`config.mk`:
```
export PLATFORM = sky130hd
export DESIGN_NAME = rect_plotter
export DESIGN_NICKNAME = d
export VERILOG_FILES = /design/src/rtl/rect_plotter.sv
export SDC_FILE = /design/constraint.sdc
export NUM_CORES = 1
export LEC_CHECK = 0
export CORE_ASPECT_RATIO = 1.25
export CORE_MARGIN = 8
export CORE_UTILIZATION = 30
export DETAILED_ROUTE_END_ITERATION = 7
export DONT_BUFFER_PORTS = 1
export PLACE_DENSITY_LB_ADDON = 0.08
export SYNTH_ARGS = -nofsm -noshare
export SYNTH_HDL_FRONTEND = slang
export SYNTH_SLANG_ARGS = --single-unit
```
`constraint.sdc`:
```
create_clock -name clk -period 3.8 [get_ports clk]
set_input_delay 1.14 -clock clk [delete_from_list [all_inputs] [get_ports clk]]
set_output_delay 1.14 -clock clk [all_outputs]
set_load 0.02 [all_outputs]
```
`src/rtl/rect_plotter.sv`:
```
// Rectangle-fill pixel generator for the vga_adapter write port: one clipped pixel
// per clock in raster order, with start/busy/done handshake plus pause and abort.
module rect_plotter #(
  parameter int X_W      = 9,
  parameter int Y_W      = 8,
  parameter int COLOR_W  = 3,
  parameter int SCREEN_W = 320,
  parameter int SCREEN_H = 240
) (
  input  logic               clk,
  input  logic               rst,
  input  logic               start,
  input  logic [X_W-1:0]     x0,
  input  logic [Y_W-1:0]     y0,
  input  logic [X_W-1:0]     w,
  input  logic [Y_W-1:0]     h,
  input  logic [COLOR_W-1:0] color_in,
  input  logic               pause,
  input  logic               abort,
  output logic [X_W-1:0]     x,
  output logic [Y_W-1:0]     y,
  output logic [COLOR_W-1:0] color,
  output logic               plot,
  output logic               busy,
  output logic               done
);

  localparam logic [X_W:0] SW = (X_W+1)'(SCREEN_W);
  localparam logic [Y_W:0] SH = (Y_W+1)'(SCREEN_H);

  typedef enum logic [1:0] {IDLE, DRAW, FINISH} state_t;

  state_t         state;
  logic [X_W-1:0] cx;
  logic [Y_W-1:0] cy;
  logic [X_W-1:0] x_start;
  logic [X_W:0]   x_end;
  logic [Y_W:0]   y_end;

  // Clipped extent of the incoming command, one bit wider than the coordinates
  logic [X_W:0] room_x, we_c, x_end_c;
  logic [Y_W:0] room_y, he_c, y_end_c;
  logic         empty, single;

  // NOTE: every combinational output gets a default first so no latch is inferred.
  always_comb begin
    room_x  = '0;
    room_y  = '0;
    if ({1'b0, x0} < SW) room_x = SW - {1'b0, x0};
    if ({1'b0, y0} < SH) room_y = SH - {1'b0, y0};
    we_c    = ({1'b0, w} < room_x) ? {1'b0, w} : room_x;
    he_c    = ({1'b0, h} < room_y) ? {1'b0, h} : room_y;
    empty   = (we_c == '0) || (he_c == '0);
    single  = (we_c == (X_W+1)'(1)) && (he_c == (Y_W+1)'(1));
    x_end_c = {1'b0, x0} + we_c - (X_W+1)'(1);
    y_end_c = {1'b0, y0} + he_c - (Y_W+1)'(1);
  end

  logic at_row_end, at_last;
  always_comb begin
    at_row_end = ({1'b0, cx} == x_end);
    at_last    = at_row_end && ({1'b0, cy} == y_end);
  end

  // NOTE: sequential state uses non-blocking assignments so all registers update together.
  always_ff @(posedge clk or negedge rst) begin
    if (!rst) begin
      state   <= IDLE;
      cx      <= '0;
      cy      <= '0;
      x_start <= '0;
      x_end   <= '0;
      y_end   <= '0;
      x       <= '0;
      y       <= '0;
      color   <= '0;
      plot    <= 1'b0;
      busy    <= 1'b0;
      done    <= 1'b0;
    end else begin
      done <= 1'b0;
      case (state)
        IDLE: begin
          plot <= 1'b0;
          if (start) begin
            if (empty) begin
              done <= 1'b1;
            end else begin
              // First pixel goes out on the accept edge; cursor moves past it.
              x_start <= x0;
              x_end   <= x_end_c;
              y_end   <= y_end_c;
              x       <= x0;
              y       <= y0;
              color   <= color_in;
              plot    <= 1'b1;
              busy    <= 1'b1;
              if (we_c == (X_W+1)'(1)) begin
                cx <= x0;
                cy <= y0 + Y_W'(1);
              end else begin
                cx <= x0 + X_W'(1);
                cy <= y0;
              end
              state <= single ? FINISH : DRAW;
            end
          end
        end

        DRAW: begin
          if (abort) begin
            plot  <= 1'b0;
            busy  <= 1'b0;
            state <= IDLE;
          end else if (pause) begin
            plot <= 1'b0;
          end else begin
            x    <= cx;
            y    <= cy;
            plot <= 1'b1;
            if (at_last) begin
              state <= FINISH;
            end else if (at_row_end) begin
              cx <= x_start;
              cy <= cy + Y_W'(1);
            end else begin
              cx <= cx + X_W'(1);
            end
          end
        end

        FINISH: begin
          plot  <= 1'b0;
          busy  <= 1'b0;
          done  <= 1'b1;
          state <= IDLE;
        end

        default: begin
          plot  <= 1'b0;
          busy  <= 1'b0;
          state <= IDLE;
        end
      endcase
    end
  end

endmodule
```
Word level (Yosys, flattened, before mapping)
Index checks and enable logic that the tools add are counted.
{"block": "word_totals", "regBits": 70, "in_bits": 42, "output_inout_bits": 23, "word_cells": 104}
{"block": "op_classes", "add_sub_neg": 10, "n_lt_le_gt_ge": 4, "n_eq_ne": 15, "n_mux": 49, "bitwise_logic": 1, "n_reduce_logical": 13}
{"cell": "9-bit two-way mux", "count": 13}
{"cell": "8-bit two-way mux", "count": 11}
{"cell": "9-bit case mux with 2 select lines", "count": 2}
{"cell": "8-bit case mux with 2 select lines", "count": 2}
{"cell": "10-bit two-way mux", "count": 2}
{"cell": "9-bit by 1-bit adder with 9-bit output (second input constant)", "count": 2}
{"cell": "8-bit by 1-bit adder with 8-bit output (second input constant)", "count": 2}
{"cell": "2-bit inequality test (second input constant)", "count": 7}
{"cell": "2-bit two-way mux", "count": 6}
{"cell": "9-bit by 10-bit adder with 10-bit output", "count": 1}
{"cell": "10-bit by 1-bit equality test with 1-bit output (second input constant)", "count": 1}
{"cell": "9-bit by 10-bit equality test with 1-bit output", "count": 1}
{"cell": "10-bit logical NOT", "count": 1}
{"cell": "9-bit by 10-bit less-than comparator with 1-bit output", "count": 1}
{"cell": "10-bit by 1-bit subtractor with 10-bit output (second input constant)", "count": 1}
{"cell": "9-bit by 9-bit subtractor with 10-bit output (first input constant)", "count": 1}
{"cell": "8-bit by 9-bit adder with 9-bit output", "count": 1}
{"cell": "8-bit by 9-bit equality test with 1-bit output", "count": 1}
{"cell": "9-bit by 1-bit equality test with 1-bit output (second input constant)", "count": 1}
{"cell": "9-bit logical NOT", "count": 1}
{"cell": "8-bit by 9-bit less-than comparator with 1-bit output", "count": 1}
{"cell": "9-bit less-than comparator (second input constant)", "count": 1}
{"cell": "1-bit two-way mux", "count": 9}
{"cell": "8-bit by 8-bit subtractor with 9-bit output (first input constant)", "count": 1}
{"cell": "other kinds (17)", "count": 22}

Longest topological paths before layout
{"block": "logic_depth", "word_depth": 10, "ltp_mapped": 28, "depth_no_buf": 26}

Worst setup path before layout
No wires, ideal clock.
{"block": "synth_path", "path_type": "input -> register", "start": "input x0[1]", "end": "register x_end[9]", "arrival_time_ns": 5.572, "t_required_ns": 3.665, "setup_slack_ns": -1.907, "cell_stages": 25, "path_buffers": 2, "cell_sequence": "inv_1 ha_1 or4b_1 o21ai_0 and2_1 inv_1 ha_1 and3_1 a221oi_1 o211a_1 buf_4 clkbuf_1 o21a_1 ha_1 inv_1 fa_1 a21oi_1 nor2_1 nor2_1 o21bai_1 a21oi_1 o21bai_1 a21oi_1 xor2_1 o21ai_0"}
{"block": "synth_via", "elab_chain_len": 8, "elab_cells_between_ends": 11}
{"item": "from (decl)", "line": "13", "text": "input logic [X_W-1:0] x0,"}
{"item": "parallel branches: the longest is 8 deep, another holds 9-bit by 9-bit subtractor with 10-bit output"}
{"item": "to (signal assigned)", "line": "91", "text": "x_end <= x_end_c;"}
{"item": "to (decl)", "line": "37", "text": "logic [X_W:0] x_end;"}
Several ways; the timed one is not identified.
A chain may end at the register's enable or synchronous reset.

Worst setup path in the final report
Ends and elaborated chain as after synthesis.

==> metrics <==
final hold vios=0; FF-to-FF End=cy[2]; share of cells above drive strength 1=0.4201; largest net degree at the start of global routing=71; Avg Inst Size Synth=7.974 um2; DRT antenna net count=0; Warnings, synthesis=0; fin nets=965; Yosys cell types=62; Crit Path Max Fanout=8; Remaining Overflow, GRT=0; RSZ-0062 raised after global routing=true; routed len/inst=18.11 um; Slew Limit Fails=0; initial antenna violation count=0; Die W=139.6 um; CTS Root Cell=clkbuf_16; setup ws final=-1046 ps; critical path required time=4040 ps; clock slew seen by the registers of the worst setup and hold paths=60 ps; Top Ports=65; Worst Skew=8.433 ps; area delta synth->final=55.18%; Die Height=170.5 um; reg2reg path depth=11; syn nets=812; async set-or-reset flop fraction in the synthesized netlist=1.000; final worst path period share=1.275; Slew @ Worst Pin=910.6 ps; Fillers=1824; Ant. Diodes=0; setup TNS=-61740 ps; TritonCTS buffer count=9; FF+latch area=1752 um2; Clock Path Buffers=2; drt drc=0; worst hold-check path type=reg -> reg; Worst Hold End=x_start[4]; IO buf count=0; Final setup viols=70; sequential element share of the synthesized area=0.3059; 1st-iter DRT viols=207; startpoint types=primary input; ys flop type=dfrtp_1; vias per cell=5.171; GRT Overall Usage=0.1686; core region area=18780 um2; dpl cells=1025; H-tree lvl count=3; #FFs+latches synth=70; die area=23790 um2; post-layout instance area=8885 um2; synthesized area=5725 um2; CP Class=in -> reg; EDFF count, synth=0; Area after DPL=6978 um2; hold depth=2; Vias=5729; Multi-input gate area=4474 um2; num rows=56; FF-to-FF setup slack=1140 ps; vias in the first global route=5877; Max transition margin=0.3907; run status=complete, but fails checks; first-pass GRT wire length=31510 um; post-DP HPWL=14260 um; Mapped Cells=718; worst skew pair latency=340 ps; Post-Layout Cell Count=1108; Sink Count=70; failing checks=setup timing; DR pass1 iterations=4; max frequency=0.2064 GHz; Post-Route WL=20060 um; Max VDD drop=275.2 uV; Power Dens Cells=537.7 nW/um2; CTS tree=built; commonest non-fill, non-tap cell in the layout=buf_4; HP Start=x_start[4]; Min Clock Period, post-route=4846 ps; Critical Path AT=5080 ps; Worst setup EP type=flop; reg2reg start=cx[5]; MaxCap Viol Count=0; Initial Util=0.3049; RePlAce Congestion=0.8282; most frequent cells in the layout=buf_4 (125), dfrtp_1 (70), nor2_1 (52); Lkg Pwr=3.986 nW
logic make-up (layout without fill, tap and decap cells):
kind of cell,Yosys count,after routing,share of synthesized area
and+or+nand+nor,243,243,0.1965
AOI/OAI and AO/OA,190,190,0.2026
buffers and inverters,94,252,0.06862
DFF,70,70,0.3059
xor gates and xnor gates,56,56,0.08566
adders and majority gates,52,52,0.1163
muxes,13,13,0.02448
through the flow:
stage	util	power, mW	worst slack (ps)	hold slack, ps
final	0.4731	4.778	-1046	481.0
after global routing	0.4731	5.107	-1255	472.9
after CTS	0.4573	4.660	-973.5	479.0
after detailed placement	0.3716	3.121	-1507	464.8
after global placement	0.3716	3.093	-1383	461.0
after floorplan	-	2.557	-1374	444.7
final cells by class:
type,count,area share
Inverter,60,0.02802
Sequential cell,70,0.1972
Clock inverter,7,0.01634
Tap cell,232,0.03267
Clock buffer,9,0.02535
Timing Repair Buffer,176,0.1969
Multi-Input combinational cell,554,0.5036
where the power goes:
part / switching, mW / leakage (nW) / internal [mW]
registers: 0.491 / 0.851 / 1.04
clock network: 0.348 / 0.176 / 0.711
logic: 1.00 / 2.96 / 1.19
total: 1.84 / 3.99 / 2.94
per-layer routing:
metal,track usage,share of wire,wire [um]
met1,0.1831,0.39,7855
met2,0.3167,0.54,10800
met3,0.04149,0.047,951
met4,0.05251,0.023,452
met5,0,0,0
worst max path at each step:
stage                          end  cells past startpoint  startpoint  slack, ps
final                     x_end[9]                     25       x0[1]      -1050
after global routing      x_end[9]                     25       x0[1]      -1260
after CTS                 x_end[9]                     24       x0[1]       -970
after detailed placement  x_end[9]                     24       x0[1]      -1510
after global placement    x_end[9]                     25       x0[1]      -1380
after floorplan           x_end[9]                     25       x0[1]      -1370
synthesized netlist by cell type (all sizes together), types with 6 or more instances:
cell    instances  area (um2)
ha             50       625.6
nor3           14       80.08
xor2           16       140.1
nor4           12       75.07
a21o            7       52.55
o21ai          73       365.3
inv            58       217.7
mux2            8       90.09
nand3          25       125.1
o21bai          8       60.06
nand4           7       43.79
clkbuf         18       67.56
and3           10       62.56
nor2           64       240.2
a21oi          56       284.0
a31oi           6       37.54
xnor2          40       350.3
buf            16       100.1
dfrtp          70        1752
nand2          89       334.1
worst max-delay path, stage by stage:
cell	delay, ps
clkinvlp_4	60
ha_4	130
or4b_4	490
o21ai_2	160
and2_4	180
inv_4	40
ha_4	250
and3_4	200
buf_6	110
nand4b_1	150
o211a_4	220
nor2_2	120
a21oi_2	50
xnor2_1	130
ha_2	190
fa_2	390
a21oi_2	130
nor2_2	50
nor2_2	130
o21bai_2	90
a21oi_2	150
o21bai_1	100
a21oi_1	160
xor2_1	160
o21ai_1	70
sequential cells by signal, indices dropped and copies added, names as in the netlist, 2 cells and up:
| name | cells |
|---|---|
| color | 3 |
| cx | 9 |
| cy | 8 |
| state | 2 |
| x | 9 |
| x_end | 10 |
| x_start | 9 |
| y | 8 |
| y_end | 9 |
timing repair:
action | CTS | global route
buffers inserted | 68 | 12
hold endpoints to repair | 0 | 0
pin swaps | 62 | 45
gates resized for setup | 140 | 86
setup endpoints to repair | 70 | 70
hold buffers | 0 | 0
cloned | 10 | 1
(Power assumes the default switching activity.)
